[config.mk]
export PLATFORM = sky130hd
export DESIGN_NAME = mem_access_unit
export DESIGN_NICKNAME = d
export VERILOG_FILES = /design/src/rtl/mem_access_unit_pkg.sv /design/src/rtl/mem_access_unit_load_extend.sv /design/src/rtl/mem_access_unit.sv
export SDC_FILE = /design/constraint.sdc
export NUM_CORES = 1
export LEC_CHECK = 0
export BUFFER_PORTS_ARGS = -buffer_cell sky130_fd_sc_hd__buf_4
export CAP_MARGIN = 10
export CORE_MARGIN = 1.5
export CORE_UTILIZATION = 54
export CTS_BUF_LIST = sky130_fd_sc_hd__clkbuf_8
export CTS_CLUSTER_DIAMETER = 30
export DETAILED_ROUTE_END_ITERATION = 8
export PLACE_DENSITY_LB_ADDON = 0.25
export SYNTH_ARGS = -nofsm -noshare
export SYNTH_HDL_FRONTEND = slang
export SYNTH_SLANG_ARGS = --single-unit
[constraint.sdc]
create_clock -name clk -period 6.75 [get_ports clk]
set_input_delay 0 -clock clk [delete_from_list [all_inputs] [get_ports clk]]
set_output_delay 0 -clock clk [all_outputs]
set_load 0.02 [all_outputs]
[src/rtl/mem_access_unit_pkg.sv]
// Shared encodings for the MEM-stage load/store unit.
package mem_access_unit_pkg;

    // Store size code carried from ID in the mem_write control field.
    typedef enum logic [1:0] {
        WRITE_IDLE = 2'b00,
        WRITE_BYTE = 2'b01,
        WRITE_HALF = 2'b10,
        WRITE_WORD = 2'b11
    } write_size_e;

    // Load funct3 codes; any other value behaves as LW.
    localparam logic [2:0] F3_LB  = 3'b000;
    localparam logic [2:0] F3_LH  = 3'b001;
    localparam logic [2:0] F3_LW  = 3'b010;
    localparam logic [2:0] F3_LBU = 3'b100;
    localparam logic [2:0] F3_LHU = 3'b101;

    typedef enum logic [1:0] {
        ST_IDLE     = 2'b00,
        ST_REQ      = 2'b01,
        ST_WAIT_RSP = 2'b10,
        ST_DONE     = 2'b11
    } lsu_state_e;

    typedef enum logic [1:0] {
        SZ_BYTE,
        SZ_HALF,
        SZ_WORD
    } acc_size_e;

    // Byte-lane enables for an access of the given size at byte offset off.
    function automatic logic [3:0] byte_enables(acc_size_e sz, logic [1:0] off);
        case (sz)
            SZ_BYTE: byte_enables = 4'b0001 << off;
            SZ_HALF: byte_enables = 4'b0011 << {off[1], 1'b0};
            default: byte_enables = 4'b1111;
        endcase
    endfunction

endpackage

[src/rtl/mem_access_unit_load_extend.sv]
// Selects the addressed byte/half of a read word and sign/zero-extends it.
module load_extend
    import mem_access_unit_pkg::*;
(
    input  logic [31:0] rdata,
    input  logic [1:0]  byte_off,
    input  logic [2:0]  funct3,
    output logic [31:0] ext_data
);

    logic [7:0]  sel_byte;
    logic [15:0] sel_half;

    // Lane selection followed by extension according to the load type.
    always_comb begin
        case (byte_off)
            2'd0:    sel_byte = rdata[7:0];
            2'd1:    sel_byte = rdata[15:8];
            2'd2:    sel_byte = rdata[23:16];
            default: sel_byte = rdata[31:24];
        endcase
        sel_half = byte_off[1] ? rdata[31:16] : rdata[15:0];

        case (funct3)
            F3_LB:   ext_data = {{24{sel_byte[7]}}, sel_byte};
            F3_LH:   ext_data = {{16{sel_half[15]}}, sel_half};
            F3_LBU:  ext_data = {24'h0, sel_byte};
            F3_LHU:  ext_data = {16'h0, sel_half};
            default: ext_data = rdata;
        endcase
    end

endmodule

[src/rtl/mem_access_unit.sv]
// MEM-stage load/store unit: launches one data-memory transaction per
// instruction, stalls the pipeline until it completes, extends load data.
module mem_access_unit
    import mem_access_unit_pkg::*;
#(
    parameter int ADDR_W = 32,
    parameter int DATA_W = 32
) (
    input  logic              clk,
    input  logic              rst,
    input  logic              mem_read,
    input  logic [1:0]        mem_write,
    input  logic [2:0]        funct3,
    input  logic [ADDR_W-1:0] addr,
    input  logic [DATA_W-1:0] store_data,
    output logic              dmem_req_valid,
    input  logic              dmem_req_ready,
    output logic              dmem_we,
    output logic [ADDR_W-1:0] dmem_addr,
    output logic [3:0]        dmem_be,
    output logic [DATA_W-1:0] dmem_wdata,
    input  logic              dmem_rsp_valid,
    input  logic [DATA_W-1:0] dmem_rdata,
    output logic [DATA_W-1:0] load_data,
    output logic              lsu_busy,
    output logic              lsu_done,
    output logic              misalign
);

    lsu_state_e        state_q, state_d;
    logic              we_q;
    logic [ADDR_W-1:0] addr_q;
    logic [3:0]        be_q;
    logic [DATA_W-1:0] wdata_q;
    logic [2:0]        funct3_q;
    logic [1:0]        off_q;
    logic [DATA_W-1:0] load_data_q;

    logic              is_store, op, aligned, launch, capture;
    acc_size_e         size;
    logic [DATA_W-1:0] wdata_rep;
    logic [31:0]       ext_data;

    // Decode the incoming instruction: size, alignment and replicated store data.
    always_comb begin
        is_store = (mem_write != WRITE_IDLE);
        op       = is_store | mem_read;
        if (is_store) begin
            case (mem_write)
                WRITE_BYTE: size = SZ_BYTE;
                WRITE_HALF: size = SZ_HALF;
                default:    size = SZ_WORD;
            endcase
        end else begin
            case (funct3[1:0])
                2'b00:   size = SZ_BYTE;
                2'b01:   size = SZ_HALF;
                default: size = SZ_WORD;
            endcase
        end
        case (size)
            SZ_HALF: aligned = ~addr[0];
            SZ_WORD: aligned = (addr[1:0] == 2'b00);
            default: aligned = 1'b1;
        endcase
        case (size)
            SZ_BYTE: wdata_rep = {4{store_data[7:0]}};
            SZ_HALF: wdata_rep = {2{store_data[15:0]}};
            default: wdata_rep = store_data;
        endcase
    end

    // Next-state and handshake/status outputs.
    always_comb begin
        state_d        = state_q;
        launch         = 1'b0;
        capture        = 1'b0;
        dmem_req_valid = 1'b0;
        lsu_busy       = 1'b0;
        lsu_done       = 1'b0;
        misalign       = 1'b0;
        case (state_q)
            ST_IDLE: begin
                if (op) begin
                    if (aligned) begin
                        launch   = 1'b1;
                        lsu_busy = 1'b1;
                        state_d  = ST_REQ;
                    end else begin
                        misalign = 1'b1;
                    end
                end
            end
            ST_REQ: begin
                dmem_req_valid = 1'b1;
                lsu_busy       = 1'b1;
                if (dmem_req_ready) state_d = we_q ? ST_DONE : ST_WAIT_RSP;
            end
            ST_WAIT_RSP: begin
                lsu_busy = 1'b1;
                if (dmem_rsp_valid) begin
                    capture = 1'b1;
                    state_d = ST_DONE;
                end
            end
            default: begin
                lsu_done = 1'b1;
                state_d  = ST_IDLE;
            end
        endcase
    end

    // State register.
    always_ff @(posedge clk) begin
        if (rst) state_q <= ST_IDLE;
        else     state_q <= state_d;
    end

    // Request latch at launch and load result capture on response.
    always_ff @(posedge clk) begin
        if (rst) begin
            we_q        <= 1'b0;
            addr_q      <= '0;
            be_q        <= '0;
            wdata_q     <= '0;
            funct3_q    <= '0;
            off_q       <= '0;
            load_data_q <= '0;
        end else begin
            if (launch) begin
                we_q     <= is_store;
                addr_q   <= {addr[ADDR_W-1:2], 2'b00};
                be_q     <= byte_enables(size, addr[1:0]);
                wdata_q  <= wdata_rep;
                funct3_q <= funct3;
                off_q    <= addr[1:0];
            end
            if (capture) load_data_q <= ext_data;
        end
    end

    load_extend u_load_extend (
        .rdata    (dmem_rdata),
        .byte_off (off_q),
        .funct3   (funct3_q),
        .ext_data (ext_data)
    );

    assign dmem_we    = we_q;
    assign dmem_addr  = addr_q;
    assign dmem_be    = be_q;
    assign dmem_wdata = wdata_q;
    assign load_data  = load_data_q;

endmodule

==> reports/qor_table.md, run 1 <==
| Quantity | Reported |
|---|---|
| TritonCTS clock tree | done |
| Worst Setup Path Type | in -> out |
| Clock sink total | 106 |
| Proportion of layout cells with a drive suffix above 1 | 27.2% |
| Number of nets still failing antenna checks after routing | 0 |
| Synthesis warning total | 0 |
| Post-synth cell types | 40 |
| Maximum level of the CTS H-tree | 3 |
| Post-synthesis instance area | 0.00502 mm² |
| Area of all placed cells without fillers | 0.00766 mm² |
| First-pass GRT wire length | 29.2 mm |
| Max-slew violations | 0 |
| Result of the run | finished, final reports clean |
| Crit path launch type | input pin |
| Global-route total usage across every layer | 37.0% |
| Detailed placer's ending HPWL | 10.6 mm |
| Worst Setup SP | funct3[1] |
| Highest net fanout along the worst path | 55 |
| Total vias in the final route | 5974 |
| Clock period minus final worst setup slack | 4.72 ns |
| Relative slew margins | 20.1% |
| Router iterations before antenna repair | 5 |
| Commonest cells after routing, fill and taps aside | buf_4, nand2_1, dfxtp_1 |
| Most common library cell in the layout ignoring fill and taps | buf_4 |
| Effective utilization at floorplan | 55.1% |
| Global routing met1 resource utilization | 42.5% |
| Register-to-Register Path Depth | 7 |
| Number of buffers created by CTS | 9 |
| Startpoint of the lowest-slack register-to-register path | state_q[0] |
| Final weighted congestion in routability-driven placement | 0.835 |
| Global-route congestion overflow total | 0 |
| Sum of negative setup slack | 0 ns |
| R2R setup slack | 3.77 ns |
| Number of nets in the layout | 1007 |
| Post-synth EDFFs | 0 |
| Die outline area | 0.00989 mm² |
| Sequential element share of the synthesized area | 42.3% |
| Core Region | 0.00911 mm² |
| Most crowded layer after global routing | met2 |
| Number of global-route vias before repair | 5968 |
| Placed standard-cell area | 0.00651 mm² |
| Wire length per cell | 18.5 µm |
| Global Route met2 Usage | 63.6% |
| Clock slew at reported path FFs | 0.10 ns |
| Post-route fraction of the period consumed by the critical path | 69.9% |
| Die Span X | 99.4 µm |
| Worst min path class | in -> reg |
| Static Leakage | 3.25 nW |
| Timing-limited maximum frequency | 0.212 GHz |
| Worst reg2reg endpoint | dmem_wdata[27] |
| Met3 usage | 7.03% |
| Peak supply drop | 0.175 mV |
| Antenna violations before repair | 0 |
| Most frequently used flop master after synthesis | dfxtp_1 |
| Synthesized flop and latch total | 106 |
| # IOs | 211 |
| Final number of setup-violating endpoints | 0 |
| Destination of the critical timing path | lsu_busy |
| # rows | 35 |
| Number of instances in the synthesized netlist | 631 |
| Data arrival, critical path | 4.72 ns |
| Hold WS | 0.0392 ns |
| Area growth from synthesis to layout | 52.5% |
| Kind of end point of the critical path | output port |
| Worst-Skew Late Latency | 0.37 ns |
| N_diodes | 0 |
| Share of flip-flops with an asynchronous set or reset | 0% |
| Worst-Margin Slew | 1.20 ns |
| Buffers inserted during post-CTS setup optimization | 0 |
| Required time worst endpoint | 6.75 ns |
| Number of vias per cell | 5.93 |
| Max-cap violation count | 0 |
| Routed wire length | 18.6 mm |
| Power density over the cells | 320 mW/mm² |
| RSZ-0062 raised after global routing | false |
| Worst-case clock buffer depth | 2 |
| DRC | 0 |
| Post_cts resized | 0 |
| Number of hold violations in the final report | 0 |
| Number of buffers added on ports | 208 |
| Clk_skew | 0.0133 ns |
| DRT iter0 DRCs | 428 |
| Clock root buffer master | clkbuf_8 |
| Largest net degree at the start of global routing | 108 |
| DIE HEIGHT | 99.4 µm |
| Avg Synthesized Cell Area | 7.96 µm² |
## through the flow
stage          cells  setup WS (ns)  util, %  total power, mW
6_report        1008           2.03     84.1             2.45
5_1_grt         1008           1.78     84.1             2.56
2_1_floorplan    632           4.11        -             1.54
3_5_place_dp     899           2.34     71.4             1.91
4_1_cts         1007           2.31     84.0             2.39
3_3_place_gp     899           2.59     71.4             1.88
## how the worst min path moves through the flow
stage,startpoint,endpoint,slack (ns),cells after the start
2_1_floorplan,addr[1],dmem_be[1],0.1,1
3_3_place_gp,addr[1],dmem_be[1],0.24,2
3_5_place_dp,addr[17],dmem_addr[17],0.26,3
4_1_cts,store_data[27],dmem_wdata[27],0.003,3
5_1_grt,dmem_rdata[10],load_data[10],0.06,4
6_report,dmem_rdata[10],load_data[10],0.04,4
## timing repair
| item | CTS | global route |
|---|---|---|
| endpoints found under the hold margin | 91 | 1 |
| hold buffers | 92 | 1 |
| setup endpoints to repair | 0 | 0 |
## where the power goes
part | internal (mW) | switching, mW | total (mW)
clock network | 0.199 | 0.242 | 0.441
logic | 0.455 | 0.668 | 1.12
registers | 0.769 | 0.119 | 0.888
## metal layers
metal	up-vias	part of all wire, %
met3	87	9.0
met4	0	5.4
met1	2777	36
met5	-	0
met2	381	49
li1	2729	-
## cell usage after synthesis (4+ instances only)
cell type	number	area [µm²]
nand2_1	154	578
dfxtp_1	106	2120
a21oi_1	64	320
clkbuf_1	36	135
nor2_1	34	128
o211ai_1	28	210
o21ai_0	19	95.1
nor3_1	18	90.1
a221oi_1	17	149
o21bai_1	16	120
mux2_2	14	158
a211oi_1	13	97.6
inv_1	13	48.8
nand2b_1	11	68.8
a311oi_1	10	87.6
buf_4	10	75.1
ha_1	9	113
nand3b_1	9	67.6
a22oi_1	8	60.1
o22ai_1	7	43.8
nor2b_1	6	37.5
buf_2	4	20.0
## critical path: stages
cell           delay [ns]
dlygate4sd3_1        0.53
buf_4                0.15
nor2b_1              0.45
or2_2                0.61
ha_1                 0.74
nand2b_1             0.23
a311oi_4             1.02
buf_4                0.63
nor2_1               0.08
nor2_1               0.11
buf_4                0.15
## sequential cells by signal, indices dropped and copies added (netlist names)
register    flops
dmem_wdata     32
dmem_we         1
state_q         2
load_data      32
off_q           2
dmem_addr      30
funct3_q        3
dmem_be         4
## layout make-up
cell class                 instances  area (µm²)
clock buffer                      11         151
inverter                          13        48.8
sequential                       106        2120
multi-input combinational        458        2610
fill                             511        1450
timing repair buffer             304        2510
clock inverter                     5        68.8
tap                              111         139
## logic make-up after synthesis
logic type	synth area share, %
AOI/OAI and AO/OA	25.5
other	0.0747
buffers and inverters	6.23
adders and majority gates	2.24
and+or+nand+nor	20.4
DFF	42.3
muxes	3.34
Power figures use the tool's default switching activity.
==> run 2: changes to the inputs <==
Settings changed: ABC_AREA set to 1, CORE_UTILIZATION 54 to 46.
Clock period 6.75 ns to 4.15 ns, I/O delays scaled along.
==> reports/qor_table.md, run 2 <==
| Quantity | Reported |
|---|---|
| Result of the run | finished, final reports clean |
| Core Region | 0.0110 mm² |
| # IOs | 211 |
| Cell types with the largest area share after synthesis | dfxtp_1, nand2_1, nor2_1, o21ai_0, inv_1 |
| Global-route total usage across every layer | 26.7% |
| Top post-synthesis cells by count | nand2_1, nor2_1, dfxtp_1 |
| Avg Synthesized Cell Area | 6.93 µm² |
| Number of global-route vias before repair | 5355 |
| Total vias in the final route | 5803 |
| Routed wire length | 16.4 mm |
| Most frequently used flop master after synthesis | dfxtp_1 |
| Post-route fraction of the period consumed by the critical path | 69.7% |
| Synthesized flop and latch total | 106 |
| Power consumption | 4.32 mW |
| Worst slack at placement | 1.20 ns |
| Clock root buffer master | clkbuf_8 |
| Hold path cells | 5 |
| Clk_skew | 0.0160 ns |
| Power density over the cells | 557 mW/mm² |
| Crit path launch type | input pin |
| Clock period minus final worst setup slack | 2.89 ns |
| Number of nets still failing antenna checks after routing | 0 |
| Synthesis warning total | 0 |
| Number of hold violations in the final report | 0 |
| Highest net fanout along the worst path | 75 |
| Worst-Skew Late Latency | 0.38 ns |
| Most frequent cell after synthesis | nand2_1 |
| Startpoint of the lowest-slack register-to-register path | state_q[0] |
| Required time worst endpoint | 4.46 ns |
| N_diodes | 0 |
| First-pass GRT wire length | 25.3 mm |
| Number of instances in the synthesized netlist | 762 |
| Antenna violations before repair | 0 |
| Sum of negative setup slack | 0 ns |
| Clock slew at reported path FFs | 0.11 ns |
| Placed Cells incl. Taps | 1066 |
| DIE HEIGHT | 110 µm |
| Most common library cell in the layout ignoring fill and taps | buf_4 |
| Worst min path class | in -> reg |
| Post-synthesis instance area | 0.00528 mm² |
| Worst-Margin Slew | 0.899 ns |
| Area of all placed cells without fillers | 0.00775 mm² |
| DRT iter0 DRCs | 412 |
| Wire length per cell | 14.2 µm |
| RSZ-0062 raised after global routing | false |
| Placed standard-cell area | 0.00677 mm² |
| Worst-case clock buffer depth | 2 |
| Router iterations before antenna repair | 5 |
| Share of flip-flops with an asynchronous set or reset | 0% |
| Top-area cell type share of the netlist area | 40.2% |
| Largest net degree at the start of global routing | 76 |
| Effective utilization at floorplan | 47.9% |
| Final weighted congestion in routability-driven placement | 0.871 |
| Commonest cells after routing, fill and taps aside | buf_4, nand2_1, nor2_1 |
| Kind of end point of the critical path | register |
| Number of fill cells | 926 |
| Final non-filler cell total | 1159 |
| Peak supply drop | 0.288 mV |
| Post-synth cell types | 32 |
| Die Span X | 110 µm |
| Number of buffers added on ports | 208 |
| Finished Core Util | 70.2% |
| Register-to-Register Path Depth | 7 |
| Maximum level of the CTS H-tree | 3 |
| # rows | 38 |
| Cts hold-fix bufs | 77 |
| Final number of setup-violating endpoints | 0 |
| Max-slew violations | 0 |
| DRC | 0 |
| Post_cts resized | 0 |
| Global-route congestion overflow total | 0 |
| Static Leakage | 3.71 nW |
| Number of buffers created by CTS | 9 |
| Area growth from synthesis to layout | 46.6% |
| Number of nets in the layout | 1129 |
| Post-synth EDFFs | 0 |
| Relative slew margins | 40.0% |
| Detailed placer's ending HPWL | 10.7 mm |
| Top cell type by total area after synthesis | dfxtp_1 |
| Worst Setup SP | funct3[1] |
| Number of vias per cell | 5.01 |
| Timing-limited maximum frequency | 0.346 GHz |
| Hold WS | 0.0000265 ns |
| Sequential element share of the synthesized area | 40.2% |
| Buffers inserted during post-CTS setup optimization | 0 |
| Data arrival, critical path | 3.20 ns |
| Clock sink total | 106 |
| Final critical-path setup slack | 1.26 ns |
| Die outline area | 0.0121 mm² |
| Proportion of layout cells with a drive suffix above 1 | 29.2% |
| Worst hold path startpoint | dmem_rdata[12] |
| TritonCTS clock tree | done |
| Worst Setup Path Type | in -> reg |
| Max-cap violation count | 0 |
-- run 2: cell type report --
cell class                 instances  area [µm²]  area share (%)
clock inverter                     6        71.3           0.920
clock buffer                      10         138            1.78
timing repair buffer             290        2370            30.6
sequential                       106        2120            27.4
inverter                          66         248            3.20
multi-input combinational        541        2630            33.9
tap                              140         175            2.26
-- run 2: layer usage --
layer  up-vias  track usage [%]  wire, µm
li1       2925                -         -
met1      2616             31.0      6630
met2       223             48.5      8330
met3        39             4.53       959
met4         0             11.0       517
met5         -                0         0
-- run 2: power breakdown --
part / total [mW] / switching, mW / leakage [nW] / internal (mW)
Sequential: 1.47 / 0.182 / 0.870 / 1.28
Clock: 0.683 / 0.381 / 0.0995 / 0.301
Combinational: 2.17 / 1.34 / 2.74 / 0.831
-- run 2: logic make-up (layout without fill, tap and decap cells) --
family,after synthesis,after routing,synth area share [%]
other cells,1,2,0.0710
flops,106,106,40.2
buf+inv,116,372,10.2
fa+ha+maj,9,9,2.13
compound gates,193,193,20.6
simple gates,337,337,26.8
-- run 2: path summary, 6_finish.rpt --
path	slack (ns)	to
worst max-delay path	1.26	funct3_q[0]
worst min-delay path	0.00003	load_data[12]
worst max register to register	1.80	load_data[7]
worst min register to register	0.48	dmem_be[3]
-- run 2: worst max-delay path, cell delays in order --
cell           delay, ns
dlygate4sd3_1       0.55
buf_4               0.14
inv_1               0.05
nand2_1             0.05
nand2_1             0.47
inv_2               0.32
ha_1                0.29
nand3_2             0.09
nand3_2             0.10
nand2_4             0.08
buf_4               0.67
o21ai_0             0.20
a21oi_1             0.15
